**config.mk**
```make
export PLATFORM = sky130hd
export DESIGN_NAME = imem_loader
export DESIGN_NICKNAME = d
export VERILOG_FILES = /design/src/rtl/imem_loader.sv
export SDC_FILE = /design/constraint.sdc
export NUM_CORES = 1
export LEC_CHECK = 0
export ABC_AREA = 1
export CAP_MARGIN = 25
export CORE_MARGIN = 2
export CORE_UTILIZATION = 50
export CTS_BUF_LIST = sky130_fd_sc_hd__clkbuf_4 sky130_fd_sc_hd__clkbuf_8
export DETAILED_ROUTE_END_ITERATION = 10
export GPL_ROUTABILITY_DRIVEN = 0
export PLACE_DENSITY = 0.76
export SLEW_MARGIN = 20
export SYNTH_ARGS = -nofsm -noshare
export SYNTH_HDL_FRONTEND = slang
export SYNTH_SLANG_ARGS = --single-unit
export TNS_END_PERCENT = 100
```
**constraint.sdc**
```tcl
create_clock -name clk -period 1.58 [get_ports clk]
set_input_delay 0.316 -clock clk [delete_from_list [all_inputs] [get_ports clk]]
set_output_delay 0.316 -clock clk [all_outputs]
set_load 0.02 [all_outputs]
```
**src/rtl/imem_loader.sv**
```systemverilog
// imem_loader: boot-time instruction memory writer.
// Receives a framed byte stream (valid/ready), builds little-endian 32-bit
// words, writes them to imem and holds the core in reset until the whole
// image is written and its XOR checksum matches.
//
// Frame: N_lo, N_hi, N*4 data bytes (LSB first per word), checksum byte.
//
// Ports:
//   clk, rst        system clock, synchronous active-high reset
//   i_byte/i_valid  incoming stream byte and its valid
//   o_ready         byte accepted when i_valid & o_ready at the rising edge
//   o_we            one-cycle imem write strobe per word
//   o_waddr/o_wdata imem byte address and word; hold last value when idle
//   o_hold          core reset request, released only after a good load
//   o_done/o_err    sticky load-complete / load-failed flags
//
// state   | meaning
// --------+--------------------------------------------------
// S_LEN0  | waiting for word-count low byte
// S_LEN1  | waiting for word-count high byte, range check
// S_DATA  | collecting the 4 bytes of the current word
// S_WRITE | one-cycle imem write of the assembled word
// S_CSUM  | waiting for the checksum byte
// S_DONE  | image loaded and verified, core released
// S_ERR   | oversize count or checksum mismatch
module imem_loader #(
  parameter logic [31:0] BASE_ADDR   = 32'h0000_0000,
  parameter int          DEPTH_WORDS = 256
) (
  input  logic        clk,
  input  logic        rst,
  input  logic [7:0]  i_byte,
  input  logic        i_valid,
  output logic        o_ready,
  output logic        o_we,
  output logic [31:0] o_waddr,
  output logic [31:0] o_wdata,
  output logic        o_hold,
  output logic        o_done,
  output logic        o_err
);

  typedef enum logic [2:0] {
    S_LEN0  = 3'd0,
    S_LEN1  = 3'd1,
    S_DATA  = 3'd2,
    S_WRITE = 3'd3,
    S_CSUM  = 3'd4,
    S_DONE  = 3'd5,
    S_ERR   = 3'd6
  } state_t;

  localparam logic [16:0] DEPTH_L = 17'(DEPTH_WORDS);

  state_t      r_state;
  state_t      w_next;
  logic [15:0] r_len;
  logic [15:0] r_k;
  logic [1:0]  r_byte_idx;
  logic [7:0]  r_acc;
  logic [23:0] r_asm;
  logic [31:0] r_waddr;
  logic [31:0] r_wdata;

  logic        w_xfer;
  logic [15:0] w_len_n;
  logic        w_oversize;
  logic [15:0] w_k_next;
  logic        w_last;

  assign w_xfer     = i_valid & o_ready;
  // full count as it will be once the high byte lands
  assign w_len_n    = {i_byte, r_len[7:0]};
  assign w_oversize = {1'b0, w_len_n} > DEPTH_L;
  assign w_k_next   = r_k + 16'd1;
  assign w_last     = (w_k_next == r_len);

  assign o_waddr = r_waddr;
  assign o_wdata = r_wdata;

  always_ff @(posedge clk) begin
    if (rst) r_state <= S_LEN0;
    else     r_state <= w_next;
  end

  always_comb begin
    w_next = r_state;
    case (r_state)
      S_LEN0:  if (w_xfer) w_next = S_LEN1;
      S_LEN1: begin
        if (w_xfer) begin
          if (w_oversize)           w_next = S_ERR;
          else if (w_len_n == 16'd0) w_next = S_CSUM;
          else                      w_next = S_DATA;
        end
      end
      S_DATA:  if (w_xfer && r_byte_idx == 2'd3) w_next = S_WRITE;
      S_WRITE: w_next = w_last ? S_CSUM : S_DATA;
      S_CSUM: begin
        if (w_xfer) w_next = (i_byte == r_acc) ? S_DONE : S_ERR;
      end
      S_DONE:  w_next = S_DONE;
      S_ERR:   w_next = S_ERR;
      default: w_next = S_LEN0;
    endcase
  end

  always_comb begin
    o_ready = 1'b0;
    o_we    = 1'b0;
    o_hold  = 1'b1;
    o_done  = 1'b0;
    o_err   = 1'b0;
    case (r_state)
      S_LEN0, S_LEN1, S_DATA, S_CSUM: o_ready = 1'b1;
      S_WRITE: o_we = 1'b1;
      S_DONE: begin
        o_hold = 1'b0;
        o_done = 1'b1;
      end
      S_ERR:   o_err = 1'b1;
      default: o_hold = 1'b1;
    endcase
  end

  always_ff @(posedge clk) begin
    if (rst) begin
      r_len      <= 16'd0;
      r_k        <= 16'd0;
      r_byte_idx <= 2'd0;
      r_acc      <= 8'd0;
      r_asm      <= 24'd0;
      r_waddr    <= 32'd0;
      r_wdata    <= 32'd0;
    end else begin
      // checksum byte itself is compared, never accumulated
      if (w_xfer && r_state != S_CSUM) r_acc <= r_acc ^ i_byte;
      case (r_state)
        S_LEN0: if (w_xfer) r_len[7:0]  <= i_byte;
        S_LEN1: if (w_xfer) r_len[15:8] <= i_byte;
        S_DATA: begin
          if (w_xfer) begin
            r_byte_idx <= r_byte_idx + 2'd1;
            case (r_byte_idx)
              2'd0: r_asm[7:0]   <= i_byte;
              2'd1: r_asm[15:8]  <= i_byte;
              2'd2: r_asm[23:16] <= i_byte;
              default: begin
                // word completes here so the WRITE cycle presents it directly
                r_wdata <= {i_byte, r_asm};
                r_waddr <= BASE_ADDR + {14'd0, r_k, 2'b00};
              end
            endcase
          end
        end
        S_WRITE: r_k <= w_k_next;
        default: ;
      endcase
    end
  end

endmodule

```
# Yosys cells after proc, flatten, opt, wreduce, memory -nomap -nowiden

Cells that the tools add are included.

Order comparisons: 1
Bitwise operators: 3
Muxes and demuxes: 14
Reduce and logical (&&, ||, !) cells: 15
$add $sub $neg: 2
Eq/ne operators: 16

Operator list:

| operator                | number |
|---|---|
| $mux W3                 | 7 |
| $pmux W3 S7             | 1 |
| $add A16 B1 Y16 const B | 1 |
| $eq A16 B16 Y1          | 1 |
| $gt A16 B9 Y1 const B   | 1 |
| $logic_not A16 Y1       | 1 |
| $reduce_and A3 Y1       | 4 |
| $eq A3 B3 Y1 const B    | 3 |
| $eq A8 B8 Y1            | 1 |
| $ne A2 B2 Y1 const B    | 4 |
| $xor A8 B8 Y8           | 1 |
| $eq A3 B2 Y1 const B    | 2 |
| $reduce_and A2 Y1       | 3 |
| $mux W1                 | 5 |
| $eq A2 B2 Y1 const B    | 2 |
| $reduce_and A4 Y1       | 1 |
| $reduce_or A4 Y1        | 1 |
| $eq A3 B1 Y1 const B    | 1 |
| $logic_not A3 Y1        | 1 |
| $ne A3 B3 Y1 const B    | 1 |
| $reduce_or A3 Y1        | 1 |
| $add A2 B1 Y2 const B   | 1 |
| $eq A2 B1 Y1 const B    | 1 |
| $logic_and A1 B1 Y1     | 2 |
| other kinds (4)         | 4 |

Bits of input ports: 11
Bits in registers: 117
Word-level logic and storage cells: 62

# Longest topological paths before layout

Gate-level depths: netlist (run 1).

Depth in word-level cells: 7
Gate-level depth with buffers: 15
Depth with buffers taken out: 15

# Worst setup path after synthesis (run 1)

No wires, ideal clock.

Kind: register to register
From: register r_k[0]
To: register r_state[1]
Setup time: 132 ps
Path slack: -116 ps
Stages on the path, launching flop included: 15
Required time: 1448 ps
Clock period less this slack: 1696 ps
Arrival: 1564 ps
Cells stage by stage: dfxtp_1 -> ha_1 -> nand2_1 -> nor2_4 -> nand2_2 -> o21ai_2 -> nand2_1 -> nand2_1 -> nand3_1 -> nor2_2 -> nand3_1 -> nand2_1 -> nand2_1 -> nand2_1 -> a21oi_1

Longest elaborated chain between the ends: 4

Ends and longest elaborated chain:

| element                  | RTL line | text |
|---|---|---|
| start: declaration       | 58       | `logic [15:0] r_k;` |
| start signal: assignment | 156      | `S_WRITE: r_k <= w_k_next;` |
| $add A16 B1 Y16          | 75       | `assign w_k_next = r_k + 16'd1;` |
| $eq A16 B16 Y1           | 76       | `assign w_last = (w_k_next == r_len);` |
| $mux W3                  | 98       | `S_WRITE: w_next = w_last ? S_CSUM : S_DATA;` |
| $pmux W3 S7              | 88       | `case (r_state)` |
| end signal: assignment   | 83       | `else r_state <= w_next;` |
| end: declaration         | 55       | `state_t r_state;` |

No other way between the ends.
A chain may end at the register's enable or synchronous reset.

# Worst setup path after layout (run 1)

From: register r_k[1]
To: register r_state[2]

The elaborated chain is that of the path after synthesis.

==> results of run 1 <==
## where the power goes
| group | internal (uW) | total [uW] | switching (uW) |
|---|---|---|---|
| combinational | 1080 | 2550 | 1470 |
| sequential | 3250 | 3480 | 230 |
| clock | 1770 | 3090 | 1320 |
| total | 6100 | 9120 | 3020 |
## cell usage in the layout, fill, tap and decap left out, types with 15 or more instances in the layout
master / count
o21ai_0: 41
dfxtp_1: 106
dlygate4sd2_1: 48
nand3_1: 103
conb_1: 16
clkbuf_8: 18
inv_1: 54
nand2_1: 157
a21oi_1: 111
nand4_1: 15
buf_4: 88
nor2_1: 19
## worst max-delay path: stages, from the launching register on
cell     delay [ns]
dfxtp_4        0.36
ha_4           0.16
nand2_4        0.05
nor2_4         0.18
nand2_2        0.09
o21ai_2        0.15
nand2_1        0.09
nand2_1        0.08
nand3_2        0.09
nor2_4         0.14
nand4_1        0.12
nand2_1        0.08
nand2_1        0.06
a21oi_2        0.10
## state kept, by name (all words and copies together), names as in the netlist
name / count
r_byte_idx: 2
r_state: 3
r_k: 16
o_wdata: 32
r_asm: 24
r_acc: 8
r_len: 16
o_waddr: 16
## worst max path at each step
stage	end	slack, ns
floorplan	r_state[1]$_SDFFE_PP0P_	-0.006
global placement	r_state[1]$_SDFFE_PP0P_	-0.27
detailed placement	r_state[1]$_SDFFE_PP0P_	-0.34
CTS	r_state[1]$_SDFFE_PP0P_	-0.23
global route	r_state[2]$_SDFFE_PP0P_	-0.39
finish	r_state[2]$_SDFFE_PP0P_	-0.25
## layer usage
layer / share of wire / up-vias / track usage
met1: 0.42 / 2553 / 0.328
met3: 0.065 / 38 / 0.0533
met4: 0.028 / 0 / 0.101
met5: 0 / - / 0
met2: 0.48 / 214 / 0.436
li1: - / 2708 / -
## area by class of cell
type,instances,area share
multi-input combinational,522,0.369
timing repair inverter,1,0.000695
clock inverter,14,0.0274
sequential,117,0.328
timing repair buffer,159,0.186
inverter,58,0.0311
tap,136,0.0236
clock buffer,18,0.0344
## cells by family after synthesis
group | count (synthesis) | share of synthesized area
fa+ha+maj | 5 | 0.0117
simple gates | 330 | 0.277
compound gates | 161 | 0.156
flops | 117 | 0.439
other cells | 1 | 0.000702
xor+xnor | 10 | 0.0164
buf+inv | 123 | 0.0998
## per-stage QoR
step | util | std cells | TNS, ns | area [um2]
floorplan | - | 762 | -0.00637 | 5420
global placement | 0.643 | 988 | -16.19 | 6640
detailed placement | 0.643 | 988 | -19.72 | 6640
CTS | 0.688 | 1021 | -3.35 | 7100
global route | 0.698 | 1025 | -17.18 | 7200
finish | 0.698 | 1025 | -6.77 | 7200
## timing repair
item / 4_1_cts / 5_1_grt
setup buffers: 1 / 2
hold buffers: 0 / 0
pin swaps: 10 / 9
endpoints found under the setup margin: 134 / 96
cloned: 0 / 2
resized for setup: 94 / 26
==> out/results.ini, run 1 <==
[status]
outcome = finished with violations
violations = negative setup slack

[worst_hold_path]
hold_path_class = in2reg
min_to = r_acc[7]$_SDFFE_PP0P_
worstHoldStart = rst
hold_depth = 3

[pwr]
p_leak_uw = 0.00310
ir_drop_v = 0.000651
p_total_uw = 9120
power_density_nw_per_um2 = 1270

[worst_setup_path]
path_max_fanout = 7
critPathLaunch = r_k[1]$_SDFFE_PP0P_
r2r-end = r_state[2]$_SDFFE_PP0P_
cp.arrival_ns = 2.19
regToRegStartpoint = r_k[1]$_SDFFE_PP0P_
r2r_slack_ns = -0.25
cp-end-kind = flip-flop
cp.required_ns = 1.94
path_class = reg2reg
cp-start-kind = flip-flop
r2r.worst_path.cells = 13

[cts]
cts.clk_slew.worst_paths_ns = 0.08
clockRootBuffer = clkbuf_8
clockBufferDepth = 2
clk_latency_ns = 0.43
cts_tree = yes
cts.sinks = 117
numCtsBuffers = 17
cts_max_level = 4

[floorplan]
fp.dieW_um = 107
die_y_um = 107
io_pins = 80
core_area_um2 = 10300
die_area_um2 = 11500
initial_core_util = 0.517
rows = 37

[cells_and_area]
fillers = 831
fin_nets = 892
multiInputGateArea_um2 = 2660
antenna_cells = 0
ff_latch_area_um2 = 2360
area.growth.synth_to_final_pct = 34.9
drive_above_1_share = 0.211

[synthesis]
synthArstFlopShare = 0
synth-edff-count = 0
synthTopCellsByCount = nand2_1, dfxtp_1, a21oi_1
synthCells = 747
yosysWarnings = 0
synth_seq_cells = 117
synthTopCellsByArea = dfxtp_1, nand2_1, a21oi_1
synth_flop_cell = dfxtp_1
synth_area_um2 = 5340
yosysSeqAreaShare = 0.439
yosysTopAreaCell = dfxtp_1
synth_top_area_share = 0.439
yosysMostFrequentCell = nand2_1
synth.avg_cell_area_um2 = 7.15
ys_types = 29

[grt]
grt_pass1_vias = 5058
grt_overflow = 0
grt_pass1_wl_um = 23900
antenna_found_initial = 0
grt_start_max_net_pins = 85
grt_use_total = 0.260

[sta]
final-hold-violation-count = 0
setup_ws_ns = -0.247
final-max-slew-violation-count = 0
hold_ws_ns = 0.402
fmax_mhz = 547
grt_setup_unrepaired = true
fin_crit_sh = 1.16
min_period_ns = 1.83
setup-violations-final = 79
skew_ns = 0.0111

[drt]
drt_iter0_drc = 278
drt-total-wl_um = 15000
wl_per_cell_um = 14.6
vias_per_cell = 5.38
drc = 0
drtAntennaViolNets = 0
via_count = 5513
drt_pass1_iterations = 6

[place]
post-place-ws_ns = -0.342
port_buffers = 63
dpl.hpwl_um = 9810

[job]
maxCapViolCount = 0

Power figures use the tool's default switching activity.
==> inputs of run 2 (changes only) <==
--- a/config.mk
+++ b/config.mk
@@ -13,6 +13,8 @@
 export DETAILED_ROUTE_END_ITERATION = 10
 export GPL_ROUTABILITY_DRIVEN = 0
 export PLACE_DENSITY = 0.76
+export REMOVE_ABC_BUFFERS = 1
+export SKIP_CTS_REPAIR_TIMING = 1
 export SLEW_MARGIN = 20
 export SYNTH_ARGS = -nofsm -noshare
 export SYNTH_HDL_FRONTEND = slang
==> out/results.ini, run 2 (synthesized netlist as in run 1, its figures left out) <==
[pwr]
p_leak_uw = 0.00376
power_density_nw_per_um2 = 1220
ir_drop_v = 0.000823

[cells_and_area]
fin_nets = 889
layout_commonest_cell = nand2_1
layout_common_cells = nand2_1, a21oi_1, dfxtp_1, nand3_1, buf_4
drive_above_1_share = 0.212
finalNonFillerCells = 1023
area.growth.synth_to_final_pct = 38.7
largest_reg_flops = 32

[sta]
final-max-slew-violation-count = 0
min_period_ns = 1.91
hold_ws_ns = 0.360
grt_setup_unrepaired = true
fin_crit_sh = 1.21
setup-violations-final = 5
final-hold-violation-count = 0
fmax_mhz = 524
skew_ns = 0.00938
setup_ws_ns = -0.328

[floorplan]
rows = 37
io_pins = 80
die_area_um2 = 11500
die_y_um = 107
fp.dieW_um = 107
initial_core_util = 0.517
core_area_um2 = 10300

[worst_setup_path]
cp-start-kind = flip-flop
cp.arrival_ns = 2.28
path_max_fanout = 8
critPathLaunch = r_k[0]$_SDFFE_PP0P_
cp.required_ns = 1.95
path_class = reg2reg
cp-end-kind = flip-flop
regToRegStartpoint = r_k[0]$_SDFFE_PP0P_

[status]
violations = negative setup slack
outcome = finished with violations

[drt]
vias_per_cell = 5.52
drc = 0
drt-total-wl_um = 15500
via_count = 5644
wl_per_cell_um = 15.1
drtAntennaViolNets = 0
drt_pass1_iterations = 6
drt_iter0_drc = 445

[cts]
clockRootBuffer = clkbuf_8
cts_max_level = 4
clockBufferDepth = 2
cts_tree = yes
cts.sinks = 117
numCtsBuffers = 17
cts.clk_slew.worst_paths_ns = 0.07
clk_latency_ns = 0.44

[place]
dpl.hpwl_um = 10200
port_buffers = 63
dp.cells = 986

[job]
maxCapViolCount = 0

[grt]
antenna_found_initial = 1
grt_overflow = 0
grt_start_max_net_pins = 85
grt_use_total = 0.267
grt_pass1_wl_um = 24600
grt_pass1_vias = 5273

[worst_hold_path]
hold_path_class = in2reg
worstHoldStart = rst

-- run 2: path summary, 6_finish.rpt --
path                                    to  slack (ns)  cells after the start
setup reg to reg   r_state[2]$_SDFFE_PP0P_       -0.33                     13
hold / removal        r_k[15]$_SDFFE_PP0P_        0.36                      4
hold reg to reg   o_waddr[13]$_SDFFE_PP0P_        0.46                      2
setup / recovery   r_state[2]$_SDFFE_PP0P_       -0.33                     13
-- run 2: final cells by class --
| class | instances | area, um2 |
|---|---|---|
| well taps | 136 | 170 |
| inverters | 58 | 229 |
| fillers | 784 | 2920 |
| flip-flops and latches | 117 | 2360 |
| clock inverters | 13 | 155 |
| multi-input cells | 522 | 2670 |
| repair inverters | 1 | 7.51 |
| diodes | 1 | 2.50 |
| repair buffers | 156 | 1550 |
| clock buffers | 19 | 262 |
-- run 2: per-layer routing --
layer  share of wire  track usage  vias to the layer above  routed length, um
li1                -            -                     2710                  -
met1            0.42        0.332                     2647               6430
met2            0.48        0.445                      254               7470
met3           0.080       0.0799                       33               1250
met4           0.022       0.0879                        0                333
met5               0            0                        -                  0
-- run 2: where the power goes --
part           internal [uW]  leakage [uW]  total (uW)  switching (uW)
logic                   1100       0.00260        2660            1560
clock network           1630      0.000208        2890            1260
registers               3250      0.000952        3490             232
total                   5990       0.00376        9040            3050
-- run 2: worst max-delay path: stages (launching register included) --
cell      delay [ns]
dfxtp_2         0.36
buf_4           0.14
inv_1           0.07
nor2_4          0.22
nand2_4         0.10
o21bai_4        0.17
nand2_2         0.08
nand2_1         0.08
nand3_2         0.08
nor2_4          0.11
nand4_1         0.11
nand2_1         0.09
nand2_1         0.07
a21oi_2         0.14
-- run 2: per-stage QoR --
stage | setup TNS (ns) | power [uW] | area, um2 | setup slack [ns] | util
3_5_place_dp | -27.21 | 5750 | 6600 | -0.468 | 0.639
3_3_place_gp | -23.72 | 5670 | 6600 | -0.461 | 0.639
2_1_floorplan | -106.75 | 4740 | 5080 | -1.65 | -
5_1_grt | -1.81 | 9500 | 7400 | -0.425 | 0.717
4_1_cts | -14.28 | 8620 | 7020 | -0.632 | 0.680
6_report | -0.798 | 9040 | 7410 | -0.328 | 0.717
==> inputs of run 3 (changes only) <==
--- a/config.mk
+++ b/config.mk
@@ -6,13 +6,14 @@
 export NUM_CORES = 1
 export LEC_CHECK = 0
 export ABC_AREA = 1
+export ABC_CLOCK_PERIOD_IN_PS = 1580
 export CAP_MARGIN = 25
 export CORE_MARGIN = 2
 export CORE_UTILIZATION = 50
 export CTS_BUF_LIST = sky130_fd_sc_hd__clkbuf_4 sky130_fd_sc_hd__clkbuf_8
 export DETAILED_ROUTE_END_ITERATION = 10
 export GPL_ROUTABILITY_DRIVEN = 0
-export PLACE_DENSITY = 0.76
+export PLACE_DENSITY = 0.78
 export REMOVE_ABC_BUFFERS = 1
 export SKIP_CTS_REPAIR_TIMING = 1
 export SLEW_MARGIN = 20
==> out/results.ini, run 3 (synthesized netlist as in run 1, its figures left out) <==
[pwr]
power_switching_uw = 3020
swShare = 0.348
ir_drop_v = 0.000652
pwr-share-seq = 0.402
p_clk_frac = 0.300
p_leak_uw = 0.00381
power_density_nw_per_um2 = 1170
p_comb_frac = 0.298
power.internal_uw = 5650

[cells_and_area]
fin_nets = 902
layout_commonest_cell = nand2_1
multiInputGateArea_um2 = 2720
drive_above_1_share = 0.234
final_area_um2 = 7440
fillers = 747
largest_reg_flops = 32
finalNonFillerCells = 1035
area.growth.synth_to_final_pct = 39.3
ff_latch_area_um2 = 2360
antenna_cells = 0
layout_common_cells = nand2_1, a21oi_1, dfxtp_1, nand3_1, buf_4

[job]
maxCapViolCount = 0

[drt]
drt_iter0_drc = 474
drt-total-wl_um = 15800
wl_per_cell_um = 15.3
vias_per_cell = 5.44
via_count = 5635
drt_pass1_iterations = 6
drc = 0
drtAntennaViolNets = 0

[sta]
slew_headroom = 0.615
hold_ws_ns = 0.342
fmax_mhz = 514
final-hold-violation-count = 0
setup-violations-final = 11
final-max-slew-violation-count = 0
min_period_ns = 1.94
grt_setup_unrepaired = true
fin_crit_sh = 1.23
skew_ns = 0.0106
setup_ws_ns = -0.364
tightest_slew_ns = 0.577

[status]
violations = negative setup slack
outcome = finished with violations

[floorplan]
core_area_um2 = 10300
initial_core_util = 0.517
io_pins = 80
rows = 37
die_area_um2 = 11500
fp.dieW_um = 107
die_y_um = 107

[cts]
cts_tree = yes
clockBufferDepth = 2
cts_max_level = 4
cts.sinks = 117
clk_latency_ns = 0.43
numCtsBuffers = 17
clockRootBuffer = clkbuf_8
cts.clk_slew.worst_paths_ns = 0.07

[grt]
grt_start_max_net_pins = 58
grt_pass1_wl_um = 25000
grt_pass1_vias = 5475
grt_overflow = 0
antenna_found_initial = 0
grt_use_total = 0.271

[place]
dp.cells = 993
dpl.hpwl_um = 10500
port_buffers = 63
place_area_um2 = 6620

[worst_setup_path]
cp.required_ns = 1.93
path_max_fanout = 8
r2r_slack_ns = -0.36
path_class = reg2reg
cp-end-kind = flip-flop
cp.arrival_ns = 2.30
cp-start-kind = flip-flop

[worst_hold_path]
hold_path_class = in2reg

[run 3: cell types whose count changed in the layout (fill, tap and decap cells not counted), sizes merged]
cell,change
buf,+10
clkinvlp,+3
dlymetal6s2s,+3
bufinv,-2
clkbuf,+2
clkdlybuf4s50,-2
clkinv,-2
diode,-1
inv,+1
[run 3: layout make-up]
| class | instances | area share |
|---|---|---|
| Multi-Input combinational cell | 522 | 0.366 |
| Sequential cell | 117 | 0.317 |
| Timing Repair Buffer | 168 | 0.212 |
| Clock buffer | 20 | 0.0362 |
| Inverter | 58 | 0.0301 |
| Tap cell | 136 | 0.0229 |
| Clock inverter | 12 | 0.0141 |
| Timing Repair inverter | 2 | 0.00168 |
[run 3: power groups by stage]
| stage | registers, uW | logic [uW] | clock network [uW] |
|---|---|---|---|
| final | 3480 | 2580 | 2600 |
| after global routing | 3510 | 2820 | 2780 |
| after CTS | 3430 | 2340 | 2600 |
| after detailed placement | 3500 | 2310 | 0 |
| after global placement | 3480 | 2220 | 0 |
| after floorplan | 3470 | 1270 | 0 |
[run 3: worst paths after layout]
path	from	endpoint	cells after the start
max reg2reg	r_k[1]$_SDFFE_PP0P_	r_state[2]$_SDFFE_PP0P_	13
max	r_k[1]$_SDFFE_PP0P_	r_state[2]$_SDFFE_PP0P_	13
min	i_byte[5]	r_acc[5]$_SDFFE_PP0P_	3
min reg2reg	o_waddr[6]$_SDFFE_PP0P_	o_waddr[6]$_SDFFE_PP0P_	2
[run 3: layer usage]
layer | vias up | global-route usage | part of all wire | wire length (um)
met1 | 2584 | 0.333 | 0.41 | 6440
met4 | 0 | 0.112 | 0.034 | 537
met3 | 48 | 0.0738 | 0.075 | 1180
met5 | - | 0 | 0 | 0
met2 | 271 | 0.450 | 0.48 | 7630
li1 | 2732 | - | - | -
[run 3: worst max-delay path: stages, from the launching register on]
cell     delay, ns
dfxtp_4       0.36
buf_6         0.11
nand2_4       0.05
nor2_4        0.26
nand4_1       0.17
nand2_1       0.13
nand2_1       0.08
nand2_1       0.08
nand3_2       0.07
nor2_2        0.13
nand4_1       0.13
nand2_1       0.09
nand2_1       0.07
a21oi_2       0.13
[run 3: per-stage QoR]
step / utilization / setup TNS (ns) / worst slack, ns / total power, uW
after floorplan: - / -106.75 / -1.65 / 4740
after global placement: 0.641 / -18.96 / -0.352 / 5700
after detailed placement: 0.641 / -22.53 / -0.401 / 5810
after CTS: 0.677 / -18.60 / -0.616 / 8370
after global routing: 0.720 / -5.43 / -0.515 / 9110
final: 0.720 / -1.20 / -0.364 / 8660
